$ cat config.mk
export PLATFORM = sky130hd
export DESIGN_NAME = instruction_fetch
export DESIGN_NICKNAME = d
export VERILOG_FILES = /design/src/rtl/if_pkg.sv /design/src/rtl/if_fifo.sv /design/src/rtl/instruction_fetch.sv
export SDC_FILE = /design/constraint.sdc
export NUM_CORES = 1
export LEC_CHECK = 0
export CAP_MARGIN = 20
export CORE_ASPECT_RATIO = 1.25
export CORE_MARGIN = 5
export CORE_UTILIZATION = 35
export CTS_CLUSTER_SIZE = 8
export DETAILED_ROUTE_END_ITERATION = 10
export GPL_ROUTABILITY_DRIVEN = 1
export PLACE_DENSITY_LB_ADDON = 0.25
export SLEW_MARGIN = 20
export SYNTH_ARGS = -nofsm -noshare
export SYNTH_HDL_FRONTEND = slang
export SYNTH_HIERARCHICAL = 1
export SYNTH_SLANG_ARGS = --single-unit
export TNS_END_PERCENT = 10
$ cat constraint.sdc
create_clock -name clk -period 5.17 [get_ports clk]
set_input_delay 0.7755 -clock clk [delete_from_list [all_inputs] [get_ports clk]]
set_output_delay 0.7755 -clock clk [all_outputs]
set_load 0.05 [all_outputs]
$ cat src/rtl/if_pkg.sv
// Shared types for the instruction fetch slice: FSM states, buffer entry
// layout and the fetch word size.
package if_pkg;
  localparam int IF_WORD_BYTES = 4;
  localparam int IF_XLEN       = 32;

  typedef enum logic [1:0] {
    IDLE = 2'd0,
    REQ  = 2'd1,
    DROP = 2'd2
  } if_state_e;

  typedef struct packed {
    logic [IF_XLEN-1:0] instr;
    logic [IF_XLEN-1:0] pcincr;
    logic               misalign;
  } if_entry_t;
endpackage

$ cat src/rtl/if_fifo.sv
// Fetched-instruction buffer: circular storage with flush, head view and
// occupancy count. Flush dominates push and pop.
module if_fifo
  import if_pkg::*;
#(
  parameter int DEPTH = 2
) (
  input  logic                       clk,
  input  logic                       RESET_N,
  input  logic                       push,
  input  logic                       pop,
  input  logic                       flush,
  input  if_entry_t                  din,
  output if_entry_t                  head,
  output logic [$clog2(DEPTH+1)-1:0] count
);
  localparam int PW = (DEPTH > 1) ? $clog2(DEPTH) : 1;
  localparam int CW = $clog2(DEPTH+1);

  if_entry_t       slot_q [DEPTH];
  logic [PW-1:0]   wr_ptr, rd_ptr;
  logic            pop_ok;

  function automatic logic [PW-1:0] bump(input logic [PW-1:0] p);
    return (p == PW'(DEPTH-1)) ? '0 : p + 1'b1;
  endfunction

  assign pop_ok = pop && (count != '0);

  always_ff @(posedge clk) begin
    if (!RESET_N || flush) begin
      wr_ptr <= '0;
      rd_ptr <= '0;
      count  <= '0;
    end else begin
      if (push)   wr_ptr <= bump(wr_ptr);
      if (pop_ok) rd_ptr <= bump(rd_ptr);
      count <= count + CW'(push) - CW'(pop_ok);
    end
  end

  always_ff @(posedge clk) begin
    if (push) slot_q[wr_ptr] <= din;
  end

  // Empty buffer presents zeros so decode never sees stale or unknown fields.
  assign head = (count != '0) ? slot_q[rd_ptr] : '0;
endmodule

$ cat src/rtl/instruction_fetch.sv
// Instruction fetch: one outstanding memory request, results queued for decode.
// Optional misaligned-PC trap path enabled by IF_MISALIGN_TRAP_EN.
module instruction_fetch
  import if_pkg::*;
#(
  parameter int ARCHITECTURE = 32,
  parameter int FIFO_DEPTH   = 2
) (
  input  logic                    clk,
  input  logic                    RESET_N,
  input  logic [ARCHITECTURE-1:0] pc_i,
  input  logic                    redirect_i,
  output logic                    pc_take_o,
  output logic                    imem_req_o,
  output logic [ARCHITECTURE-1:0] imem_addr_o,
  input  logic                    imem_ack_i,
  input  logic [ARCHITECTURE-1:0] imem_rdata_i,
  output logic                    id_valid_o,
  input  logic                    id_ready_i,
  output logic [ARCHITECTURE-1:0] id_instr_o,
  output logic [ARCHITECTURE-1:0] id_pcincr_o,
  output logic                    id_misalign_o
);
  localparam int CW = $clog2(FIFO_DEPTH+1);
  localparam logic [CW-1:0] DEPTH_C = CW'(FIFO_DEPTH);
  localparam logic [ARCHITECTURE-1:0] WORD_C = ARCHITECTURE'(IF_WORD_BYTES);
`ifdef IF_MISALIGN_TRAP_EN
  localparam bit MISALIGN_EN = 1'b1;
`else
  localparam bit MISALIGN_EN = 1'b0;
`endif

  if_state_e               state_q, state_d;
  logic [ARCHITECTURE-1:0] pc_q;
  logic [CW-1:0]           count;
  logic                    space, misalign, push, pop;
  if_entry_t               entry, head;

  assign space    = count < DEPTH_C;
  assign misalign = MISALIGN_EN && (pc_i[1:0] != 2'b00);
  assign pop      = id_valid_o && id_ready_i;

  always_ff @(posedge clk) begin
    if (!RESET_N) state_q <= IDLE;
    else          state_q <= state_d;
  end

  always_ff @(posedge clk) begin
    if (!RESET_N)       pc_q <= '0;
    else if (pc_take_o) pc_q <= pc_i;
  end

  always_comb begin
    state_d = state_q;
    case (state_q)
      IDLE:    if (!redirect_i && space && !misalign) state_d = REQ;
      REQ:     if (imem_ack_i) state_d = IDLE;
               else if (redirect_i) state_d = DROP;
      DROP:    if (imem_ack_i) state_d = IDLE;
      default: state_d = IDLE;
    endcase
  end

  always_comb begin
    pc_take_o  = 1'b0;
    imem_req_o = 1'b0;
    push       = 1'b0;
    entry      = '{instr: imem_rdata_i, pcincr: pc_q + WORD_C, misalign: 1'b0};
    case (state_q)
      IDLE: begin
        pc_take_o = RESET_N && !redirect_i && space;
        // Misaligned PC bypasses memory and queues a trap marker instead.
        if (pc_take_o && misalign) begin
          push  = 1'b1;
          entry = '{instr: '0, pcincr: pc_i + WORD_C, misalign: 1'b1};
        end
      end
      REQ: begin
        imem_req_o = 1'b1;
        push       = imem_ack_i && !redirect_i;
      end
      DROP:    imem_req_o = 1'b1;
      default: ;
    endcase
  end

`ifdef IF_MISALIGN_TRAP_EN
  assign imem_addr_o = pc_q;
`else
  assign imem_addr_o = {pc_q[ARCHITECTURE-1:2], 2'b00};
`endif

  if_fifo #(.DEPTH(FIFO_DEPTH)) u_fifo (
    .clk     (clk),
    .RESET_N (RESET_N),
    .push    (push),
    .pop     (pop),
    .flush   (redirect_i),
    .din     (entry),
    .head    (head),
    .count   (count)
  );

  assign id_valid_o    = count != '0;
  assign id_instr_o    = head.instr;
  assign id_pcincr_o   = head.pcincr;
  assign id_misalign_o = head.misalign && MISALIGN_EN;
endmodule

# After elaboration in Yosys (flattened, before gate mapping)
# Memories as Yosys holds them, arrays and structs flattened. A register that Yosys moved wholly into a read port is not among the register bits.
# Index checks and enable logic that the tools add are counted.
# totals
reg_bits	38
ram_bits	128
in_bits	69
elab_cells	45
memories	1
# memory_table
memory	words	width	read_ports	rd_clocked_by_memory_dff	write_ports	line	rtl
u_fifo.slot_q	2	64	1	1	1	if_fifo.sv:20	if_entry_t slot_q [DEPTH];
# op_classes
addsub	5
order_cmp	1
eq_ne	5
mux	15
n_reduce_logical	13
# ops
op	n
65-bit 2-to-1 mux	1
32-bit by 3-bit adder with 32-bit output (second input constant)	1
1-bit 2-to-1 mux	9
2-bit 2-to-1 mux	4
1-bit logical AND	6
2-bit case mux with 3 select lines	1
2-bit inequality test (second input constant)	2
3-bit inequality test (second input constant)	1
3-bit AND reduction	1
1-bit adder (second input constant)	2
2-bit by 1-bit adder with 2-bit output	1
2-bit by 1-bit equality test with 1-bit output (second input constant)	1
2-bit equality test (second input constant)	1
1-bit zero test	2
2-bit zero test	1
2-bit less-than comparator (second input constant)	1
2-bit nonzero test	1
2-bit OR reduction	1
2-bit by 1-bit subtractor with 2-bit output	1
1-bit logical OR	1

# Logic depth before layout (Yosys ltp)
# logic_depth
depth_word	5
ltp_mapped	9
ltp_nobuf	9

# Modules after synthesis
# The synthesis kept the hierarchy.
# by_module_without_submodules
mod	instances	cells_per_inst	area_each_um2	seq_area_each_um2
if_fifo	1	298	5193.7	4003.8
instruction_fetch	1	252	2020.7	680.7

# Worst setup path after synthesis
# No wires, ideal clock.
# synth_path
path_type	input to register
start	in redirect_i
end	mem u_fifo/slot_q[0][0] (netlist name) (enable)
setup_ps	489
arrival_time_ps	3805
path_slack_ps	876
stages	4
path_buffers	0
cell_sequence	inv_2 and3_1 inv_1 nor2_1
# synth_via
elab_chain_cells	5
# synth_lines
item	line	rtl
start, declared	instruction_fetch.sv:12	input logic redirect_i,
1-bit zero test	instruction_fetch.sv:80	push = imem_ack_i && !redirect_i;
1-bit logical AND	instruction_fetch.sv:80	
1-bit 2-to-1 mux	-	
via push	instruction_fetch.sv:36	logic space, misalign, push, pop;
1-bit 2-to-1 mux	if_fifo.sv:43	if (push) slot_q[wr_ptr] <= din;
1-bit 2-to-1 mux (not written as such)	if_fifo.sv:43	
end, declared	if_fifo.sv:20	
# The timed path passes the listed nets, and every way through them passes these cells.

# Final worst setup path
# layout_path
start	reg u_fifo.count[1]
end	out id_instr_o[12]
# layout_via
elab_chain_cells	2
# layout_lines
item	line	rtl
start, declared	if_fifo.sv:15	output logic [$clog2(DEPTH+1)-1:0] count
start signal, assigned	if_fifo.sv:38	count <= count + CW'(push) - CW'(pop_ok);
2-bit nonzero test	if_fifo.sv:47	assign head = (count != '0) ? slot_q[rd_ptr] : '0;
65-bit 2-to-1 mux	if_fifo.sv:47	
end, declared	instruction_fetch.sv:20	output logic [ARCHITECTURE-1:0] id_instr_o,
# No other way between the ends.

==> flow_summary.json <==
{
  "min_path_cells": 0,
  "dp_hpwl_um": 11200,
  "initial_utilization": 0.355,
  "grt_use_total": 0.134,
  "die_w_um": 138,
  "drt-total-wl_um": 15600,
  "ant_nets": 0,
  "drc": 0,
  "cts_hold_buf": 0,
  "crit_arrival_ns": 2.82,
  "rows": 58,
  "post-cts-setup-buffer-count": 0,
  "cp.required_ns": 4.39,
  "grt_pass1_vias": 4733,
  "cp_slowest_stage_delay_ns": 0.82,
  "rsz0062_at_grt": "no",
  "syn_avg_cell_area_sq_um": 13.1,
  "fin_setup_tns_ns": 0,
  "grt_antenna_before_repair": 0,
  "insertion_delay_ns": 0.41,
  "power.internal_w": 0.00220,
  "min_path_type": "reg2reg",
  "fmax_mhz": 278,
  "tritoncts": "yes",
  "cts_resized": 0,
  "setup.worst_path.class": "reg2out",
  "path_buf_inv": 2,
  "clock_power_share": 0.376,
  "finalCriticalPeriod_ns": 3.60,
  "p_switching_w": 0.000664,
  "crit_slowest_cell": "nor2_4",
  "htreeDepth": 4,
  "cts_buffers": 17,
  "worstPathCellList": "nor2_4 -> buf_4 -> nor2_1 -> clkdlybuf4s50_1",
  "core_sq_um": 20100,
  "die_area_sq_um": 23400,
  "hold_viol": 0,
  "cp.depth": 4,
  "endpoint": "id_instr_o[12]",
  "cts_buffer_depth": 2,
  "cellLeakagePower_nw": 3.10,
  "path_max_fanout": 43,
  "vias": 4529,
  "vias_per_cell": 4.57,
  "switching_share": 0.232,
  "maxSlewHeadroom": 0.320,
  "ir_drop_mv": 0.225,
  "holdWs_ns": 0.485,
  "die_h_um": 170,
  "synth_area_sq_um": 7140,
  "r2r_end": "u_fifo/slot_q[0][56]",
  "yosysWarnings": 6,
  "startpoint_type": "register",
  "grt_pass1_wl_um": 24500,
  "layout-drive-gt1-share": 0.0693,
  "finalSetupViolCount": 0,
  "fin_skew_ns": 0.0149,
  "combPwrFrac": 0.096,
  "drt-wirelength-per-cell_um": 15.7,
  "slew_violations": 0,
  "diodes": 0,
  "power_frac_seq": 0.528,
  "drtPass1Iterations": 5,
  "gp_congestion": 0.803,
  "cts.sinks": 167,
  "drt_iter0_drc": 240,
  "grt_max_degree": 65,
  "status": "complete, no violations",
  "rr_worst_depth": 6,
  "fin_nets": 784,
  "end_kind": "output port",
  "io_pins": 169,
  "syn_to_final_growth_pct": 33.1,
  "path_clk_slew_ns": 0.06,
  "r2r_slack_ns": 2.66,
  "powerDensity_nw_per_um2": 301,
  "r2r-start": "state_q[1]",
  "startpoint": "u_fifo/count[1]",
  "fin_crit_sh": 0.696,
  "numPortBuffers": 165,
  "drv_cap": 0,
  "grt_overflow_total": 0,
  "worst_pin_slew_ns": 1.02,
  "clock_tree.root_cell": "clkbuf_16",
  "synthCells": 546,
  "critical-path-top-delay-family": "buffers and inverters"
}
layer usage:
metal | GRT usage | vias up | routed length, um
met1 | 0.171 | 2141 | 6800
met5 | 0 | - | 0
met4 | 0.0434 | 0 | 136
met2 | 0.223 | 132 | 7710
li1 | - | 2248 | -
met3 | 0.0350 | 8 | 914
worst register-to-register path: cells and delay by family, from the launching register on:
| kind | cells | cell delay (ns) |
|---|---|---|
| flip-flops | 1 | 0.34 |
| adder cells (fa/ha/maj) | 1 | 0.18 |
| buffers and inverters | 3 | 0.80 |
| AND/OR/NAND/NOR | 2 | 0.79 |
worst min-delay path by stage:
| stage | startpoint | to | slack [ns] |
|---|---|---|---|
| final | pc_q[0] | u_fifo/slot_q[0][1] | 0.49 |
| after detailed placement | pc_q[0] | u_fifo/slot_q[1][1] | 0.46 |
| after CTS | pc_q[1] | pc_q[1] | 0.48 |
| after floorplan | pc_q[0] | u_fifo/slot_q[0][1] | 0.43 |
| after global routing | pc_q[1] | u_fifo/slot_q[0][2] | 0.51 |
| after global placement | pc_q[1] | u_fifo/slot_q[0][2] | 0.44 |
per-stage QoR:
stage	instance area, sq um	setup WS, ns	utilization	total power, W	std cells
after CTS	9460	1.48	0.471	0.00289	990
after detailed placement	8960	1.83	0.446	0.00181	958
final	9500	1.57	0.473	0.00286	992
after floorplan	7150	0.920	-	0.00169	548
after global routing	9500	1.35	0.473	0.00297	992
after global placement	8960	1.85	0.446	0.00181	958
cell type report:
cell class,count,area (sq um)
clock buffers,21,440
clock inverters,11,60.1
fillers,1848,10600
inverters,10,37.5
multi-input cells,342,2270
flip-flops and latches,167,4630
well taps,270,338
repair buffers,171,1720
power groups by stage:
| stage | Clock (W) | Sequential (W) | Combinational [W] |
|---|---|---|---|
| floorplan | 0 | 0.00158 | 0.000104 |
| global placement | 0 | 0.00154 | 0.000271 |
| detailed placement | 0 | 0.00154 | 0.000276 |
| CTS | 0.00110 | 0.00151 | 0.000277 |
| global route | 0.00116 | 0.00151 | 0.000296 |
| finish | 0.00107 | 0.00151 | 0.000276 |
layout by cell type (no fill, tap or decap), types with 2 or more instances in the layout:
master,n
clkbuf_1,4
and3_1,2
inv_1,9
nor2_1,75
nor2_4,2
nor4_2,7
clkinvlp_4,3
ha_1,6
nand2_1,76
clkdlybuf4s50_1,165
and2_1,2
nor3_1,2
clkinv_2,4
xor2_1,13
buf_4,4
clkbuf_16,17
edfxtp_1,128
conb_1,3
nand4_1,7
or2_1,3
clkinv_1,2
clkinvlp_2,2
and4_1,2
nand3_1,8
dfxtp_1,38
a21boi_1,33
mux2i_1,66
o21a_1,2
xnor2_1,16
sequential cells by signal, indices dropped and copies added, names as in the netlist, named ones only:
register,cells
pc_q,32
u_fifo/wr_ptr,1
u_fifo/count,2
state_q,2
u_fifo/rd_ptr,1
u_fifo/slot_q,128
No activity file was read; power rests on OpenSTA's default activity.
